$ cat config.mk
export PLATFORM = sky130hd
export DESIGN_NAME = pong_game_ctrl
export DESIGN_NICKNAME = d
export VERILOG_FILES = /design/src/rtl/pong_game_ctrl_pkg.sv /design/src/rtl/pong_frame_timer.sv /design/src/rtl/pong_game_ctrl.sv
export SDC_FILE = /design/constraint.sdc
export NUM_CORES = 1
export LEC_CHECK = 0
export CORE_MARGIN = 3
export CORE_UTILIZATION = 50
export CTS_CLUSTER_DIAMETER = 100
export DETAILED_ROUTE_END_ITERATION = 6
export HOLD_SLACK_MARGIN = 0.05
export PLACE_DENSITY = 0.79
export SLEW_MARGIN = 20
export SYNTH_ARGS = -nofsm -noshare
export SYNTH_HDL_FRONTEND = slang
export SYNTH_SLANG_ARGS = --single-unit
$ cat constraint.sdc
create_clock -name clk -period 2 [get_ports clk]
set_input_delay 0.4 -clock clk [delete_from_list [all_inputs] [get_ports clk]]
set_output_delay 0.4 -clock clk [all_outputs]
set_load 0.005 [all_outputs]
$ cat src/rtl/pong_game_ctrl_pkg.sv
// pong_game_ctrl_pkg: shared state codes, BCD width, display geometry and BCD increment helper.
package pong_game_ctrl_pkg;
    localparam int BCD_W = 4;
    localparam logic [1:0] ST_NEWGAME = 2'd0;
    localparam logic [1:0] ST_PLAY    = 2'd1;
    localparam logic [1:0] ST_NEWBALL = 2'd2;
    localparam logic [1:0] ST_OVER    = 2'd3;
    localparam int MAX_X  = 640;
    localparam int MAX_Y  = 480;
    localparam int REFR_Y = MAX_Y + 1;

    // Two-digit BCD increment, 99 wraps to 00.
    function automatic logic [2*BCD_W-1:0] bcd_inc(input logic [2*BCD_W-1:0] v);
        return (v[3:0] == 4'd9) ? {(v[7:4] == 4'd9) ? 4'd0 : v[7:4] + 4'd1, 4'd0}
                                : {v[7:4], v[3:0] + 4'd1};
    endfunction
endpackage

$ cat src/rtl/pong_frame_timer.sv
// pong_frame_timer: frame-counting down-timer; start (re)loads, refr_tick decrements, done while zero.
module pong_frame_timer #(
    parameter int TIMER_FRAMES = 120
) (
    input  logic clk,
    input  logic reset_n,
    input  logic refr_tick,
    input  logic start,
    output logic done
);
    logic [6:0] count;

    always_ff @(posedge clk or negedge reset_n)
        if (!reset_n)
            count <= '0;
        else if (start)
            count <= 7'(TIMER_FRAMES);
        else if (refr_tick && count != '0)
            count <= count - 7'd1;

    assign done = (count == '0);
endmodule

$ cat src/rtl/pong_game_ctrl.sv
// pong_game_ctrl: pong game sequencer (new game / play / new ball / over), ball count and BCD score.
// Define PONG_HIGH_SCORE_EN to keep a BCD high score; otherwise hi_d1/hi_d0 read zero.
module pong_game_ctrl
    import pong_game_ctrl_pkg::*;
#(
    parameter int NUM_BALLS    = 3,
    parameter int TIMER_FRAMES = 120
) (
    input  logic             clk,
    input  logic             reset_n,
    input  logic             refr_tick,
    input  logic [1:0]       btn,
    input  logic             hit,
    input  logic             miss,
    output logic             graph_still,
    output logic             game_over,
    output logic [1:0]       ball_cnt,
    output logic [BCD_W-1:0] score_d1,
    output logic [BCD_W-1:0] score_d0,
    output logic [BCD_W-1:0] hi_d1,
    output logic [BCD_W-1:0] hi_d0
);
    logic [1:0]         state, state_nxt;
    logic [2*BCD_W-1:0] score;
    logic               timer_done, timer_start, start_play;

    assign start_play  = (state == ST_NEWGAME) && (btn != 2'b00);
    assign timer_start = (state == ST_PLAY) && miss;

    pong_frame_timer #(.TIMER_FRAMES(TIMER_FRAMES)) u_timer (
        .clk      (clk),
        .reset_n  (reset_n),
        .refr_tick(refr_tick),
        .start    (timer_start),
        .done     (timer_done)
    );

    always_ff @(posedge clk or negedge reset_n)
        if (!reset_n)
            state <= ST_NEWGAME;
        else
            state <= state_nxt;

    always_comb begin
        state_nxt = (state == ST_NEWGAME) ? (start_play ? ST_PLAY : ST_NEWGAME) :
                    (state == ST_PLAY)    ? (miss ? ((ball_cnt == 2'd0) ? ST_OVER : ST_NEWBALL) : ST_PLAY) :
                    (state == ST_NEWBALL) ? ((timer_done && btn != 2'b00) ? ST_PLAY : ST_NEWBALL) :
                                            (timer_done ? ST_NEWGAME : ST_OVER);
    end

    always_comb begin
        graph_still = (state != ST_PLAY);
        game_over   = (state == ST_OVER);
    end

    // Miss has priority over a same-cycle hit, so a final-ball score is never bumped.
    always_ff @(posedge clk or negedge reset_n)
        if (!reset_n) begin
            ball_cnt <= 2'(NUM_BALLS);
            score    <= '0;
        end else begin
            if ((start_play || timer_start) && ball_cnt != 2'd0)
                ball_cnt <= ball_cnt - 2'd1;
            else if (state == ST_OVER && timer_done)
                ball_cnt <= 2'(NUM_BALLS);
            if (start_play)
                score <= '0;
            else if (state == ST_PLAY && hit && !miss)
                score <= bcd_inc(score);
        end

    assign {score_d1, score_d0} = score;

`ifdef PONG_HIGH_SCORE_EN
    logic [2*BCD_W-1:0] hi;

    always_ff @(posedge clk or negedge reset_n)
        if (!reset_n)
            hi <= '0;
        else if (timer_start && ball_cnt == 2'd0 && score > hi)
            hi <= score;

    assign {hi_d1, hi_d0} = hi;
`else
    assign hi_d1 = '0;
    assign hi_d0 = '0;
`endif
endmodule

==> qor.txt, run 1 <==
status = completed
Syn Inst Count = 133
syn avg cell area = 9.27 um^2
Setup Buffers After CTS = 0
WS Path Type = reg2out
IO Pins = 27
Syn-to-layout area delta = 17.5%
largest net degree at the start of global routing = 20
Clock Tree Buf Depth = 2
leakage power = 0.601 nW
area of the multi-input gates = 664 um^2
post-synth top area cell = dfrtp_1
antenna-violating nets left = 0
via density per instance = 5.88
period utilization = 0.958
Worst VDD drop = 0.000640 V
CP max stage delay = 0.53 ns
Worst EP required = 1.60 ns
clock skew = 0.00521 ns
Final GP Congestion = 0.839
min Tclk post-route = 1.92 ns
DRT iter0 DRCs = 37
sequential element share of the synthesized area = 0.388
vias in the first global route = 1,046
H-tree level count = 1
ANT cells = 0
Sequential cell area = 478 um^2
Synth Warn # = 0
Pwr Density = 992 mW/mm^2
Cell Rows = 17
crit path max fanout = 11
Core Region = 0.00228 mm^2
Final Max Tran Viols = 0
Hold WC Path Type = in2async
total number of vias = 1,070
Area contributors post-synth = dfrtp_1, ha_1, buf_4
CP Data Arrival Time = 1.52 ns
max cap viols = 0
Chip Width = 55.6 um
CP Cell Sequence = and2_1 > clkdlybuf4s50_1
DR pass1 iterations = 4
post_cts resized = 0
CTS tree = built
WL/cell = 14.1 um
Post-synth EDFFs = 0
Critical Path End Type = output pin
Commonest cells post-synth = dfrtp_1, inv_1, o21ai_0, buf_4, ha_1
fillers = 194
die area = 0.00310 mm^2
top_reg_cell synth = dfrtp_1
final hold vios = 0
most common cell in the synthesized netlist = dfrtp_1
final net count = 169
I/O Buffers = 18
layout cells sized above 1 = 0.0779
Sum Neg Setup Slack = 0 ns
WL final = 2.57 mm
area fraction of the dominant cell type after synthesis = 0.345
GR Util All Layers = 0.178
Final setup violation count = 0
chip height = 55.6 um
post-detail-place hpwl = 1.92 mm
Initial Util = 0.542
register bit total from synthesis = 19
Worst setup SP type = flip-flop
fmax = 522 MHz
clock transition at the registers of the reported paths = 0.10 ns
r2r setup slk = 0.29 ns
clk sinks = 19
Num CTS Buffers = 3
Syn Std Cell Area = 0.00123 mm^2
DRC Markers = 0
clock root buffer = clkbuf_4
count of different cell masters after synthesis = 44
clk_lat worst skew = 0.29 ns
Synth async-reset ratio = 1.00
critical path's slowest cell = dfrtp_1
GRT overflow = 0
first-pass GRT wire length = 4.55 mm
initial antenna violation count = 0
# hold bufs at CTS = 0
RSZ-0062 raised after global routing = no
Tot Pwr = 1.44 mW
[report_power, final]
part / leakage [nW] / internal (mW) / switching (mW)
clock network: 0.0150 / 0.0774 / 0.110
logic: 0.355 / 0.300 / 0.245
registers: 0.231 / 0.521 / 0.182
total: 0.601 / 0.898 / 0.538
[final cells by class]
class | instances | share of cell area
multi-input cells | 100 | 0.459
repair buffers | 22 | 0.145
well taps | 28 | 0.0242
flip-flops and latches | 19 | 0.330
clock buffers | 4 | 0.0182
inverters | 9 | 0.0233
[layout by cell type (no fill, tap or decap), drive strengths merged, types with 3 or more instances in the layout]
| cell type | synthesis | layout |
|---|---|---|
| clkdlybuf4s50 | 0 | 18 |
| dfrtp | 17 | 17 |
| inv | 9 | 9 |
| o21ai | 9 | 9 |
| conb | 1 | 8 |
| ha | 7 | 7 |
| nand3 | 6 | 6 |
| nand2 | 6 | 6 |
| a21oi | 6 | 6 |
| a31oi | 5 | 5 |
| nor2 | 5 | 5 |
| nand2b | 4 | 4 |
| buf | 9 | 4 |
| or4 | 4 | 4 |
| clkbuf | 3 | 4 |
| nand3b | 3 | 3 |
| nand4 | 3 | 3 |
| a21boi | 3 | 3 |
| mux2i | 3 | 3 |
[path summary, 6_finish.rpt]
| path | cells after the start | endpoint | from |
|---|---|---|---|
| max in group asynchronous | 2 | ball_cnt[0] | reset_n |
| worst max-delay path | 2 | game_over | state[1] |
| worst min-delay path | 2 | score[3] | reset_n |
| worst min register to register | 1 | score[3] | score[3] |
| min in group clk | 1 | score[3] | score[3] |
| worst max register to register | 3 | u_timer.count[6] | u_timer.count[3] |
[cells by family after synthesis]
group                      Yosys count  synth area share
muxes                                3            0.0244
buffers and inverters               21            0.0944
adders and majority gates            7            0.0711
other                                1           0.00304
and+or+nand+nor                     46             0.229
AOI/OAI and AO/OA                   36             0.190
DFF                                 19             0.388
[worst max-delay path, delay by kind of cell, from the launching register on]
family | cells | cell delay (ns)
DFF | 1 | 0.53
buffers and inverters | 1 | 0.50
and+or+nand+nor | 1 | 0.20
[state kept, by name, summed over array words and instances (netlist names)]
register and cells:
state 2, score 8, ball_cnt 2, u_timer.count 7
[per-layer routing]
| metal | vias to the layer above | global-route usage | routed length [um] |
|---|---|---|---|
| met5 | - | 0 | 0 |
| li1 | 521 | - | - |
| met4 | 0 | 0.0486 | 17 |
| met3 | 2 | 0.0325 | 115 |
| met2 | 33 | 0.306 | 1320 |
| met1 | 514 | 0.228 | 1120 |
[stage by stage]
| stage | util | setup slack, ns | std cells | hold slack [ns] | area, um^2 |
|---|---|---|---|---|---|
| final | 0.636 | 0.0833 | 182 | 0.442 | 1450 |
| after floorplan | - | 0.416 | 140 | 0.104 | 1260 |
| after global routing | 0.636 | 0.0202 | 182 | 0.457 | 1450 |
| after detailed placement | 0.625 | 0.270 | 178 | 0.533 | 1420 |
| after global placement | 0.625 | 0.296 | 178 | 0.508 | 1420 |
| after CTS | 0.636 | 0.0921 | 182 | 0.445 | 1450 |
No activity file was read; power rests on OpenSTA's default activity.
==> run 2, diff against run 1 <==
- SLEW_MARGIN: 20 -> 10
==> results of run 2 <==
Final layout, timing and power as in run 1 (identical DEF).
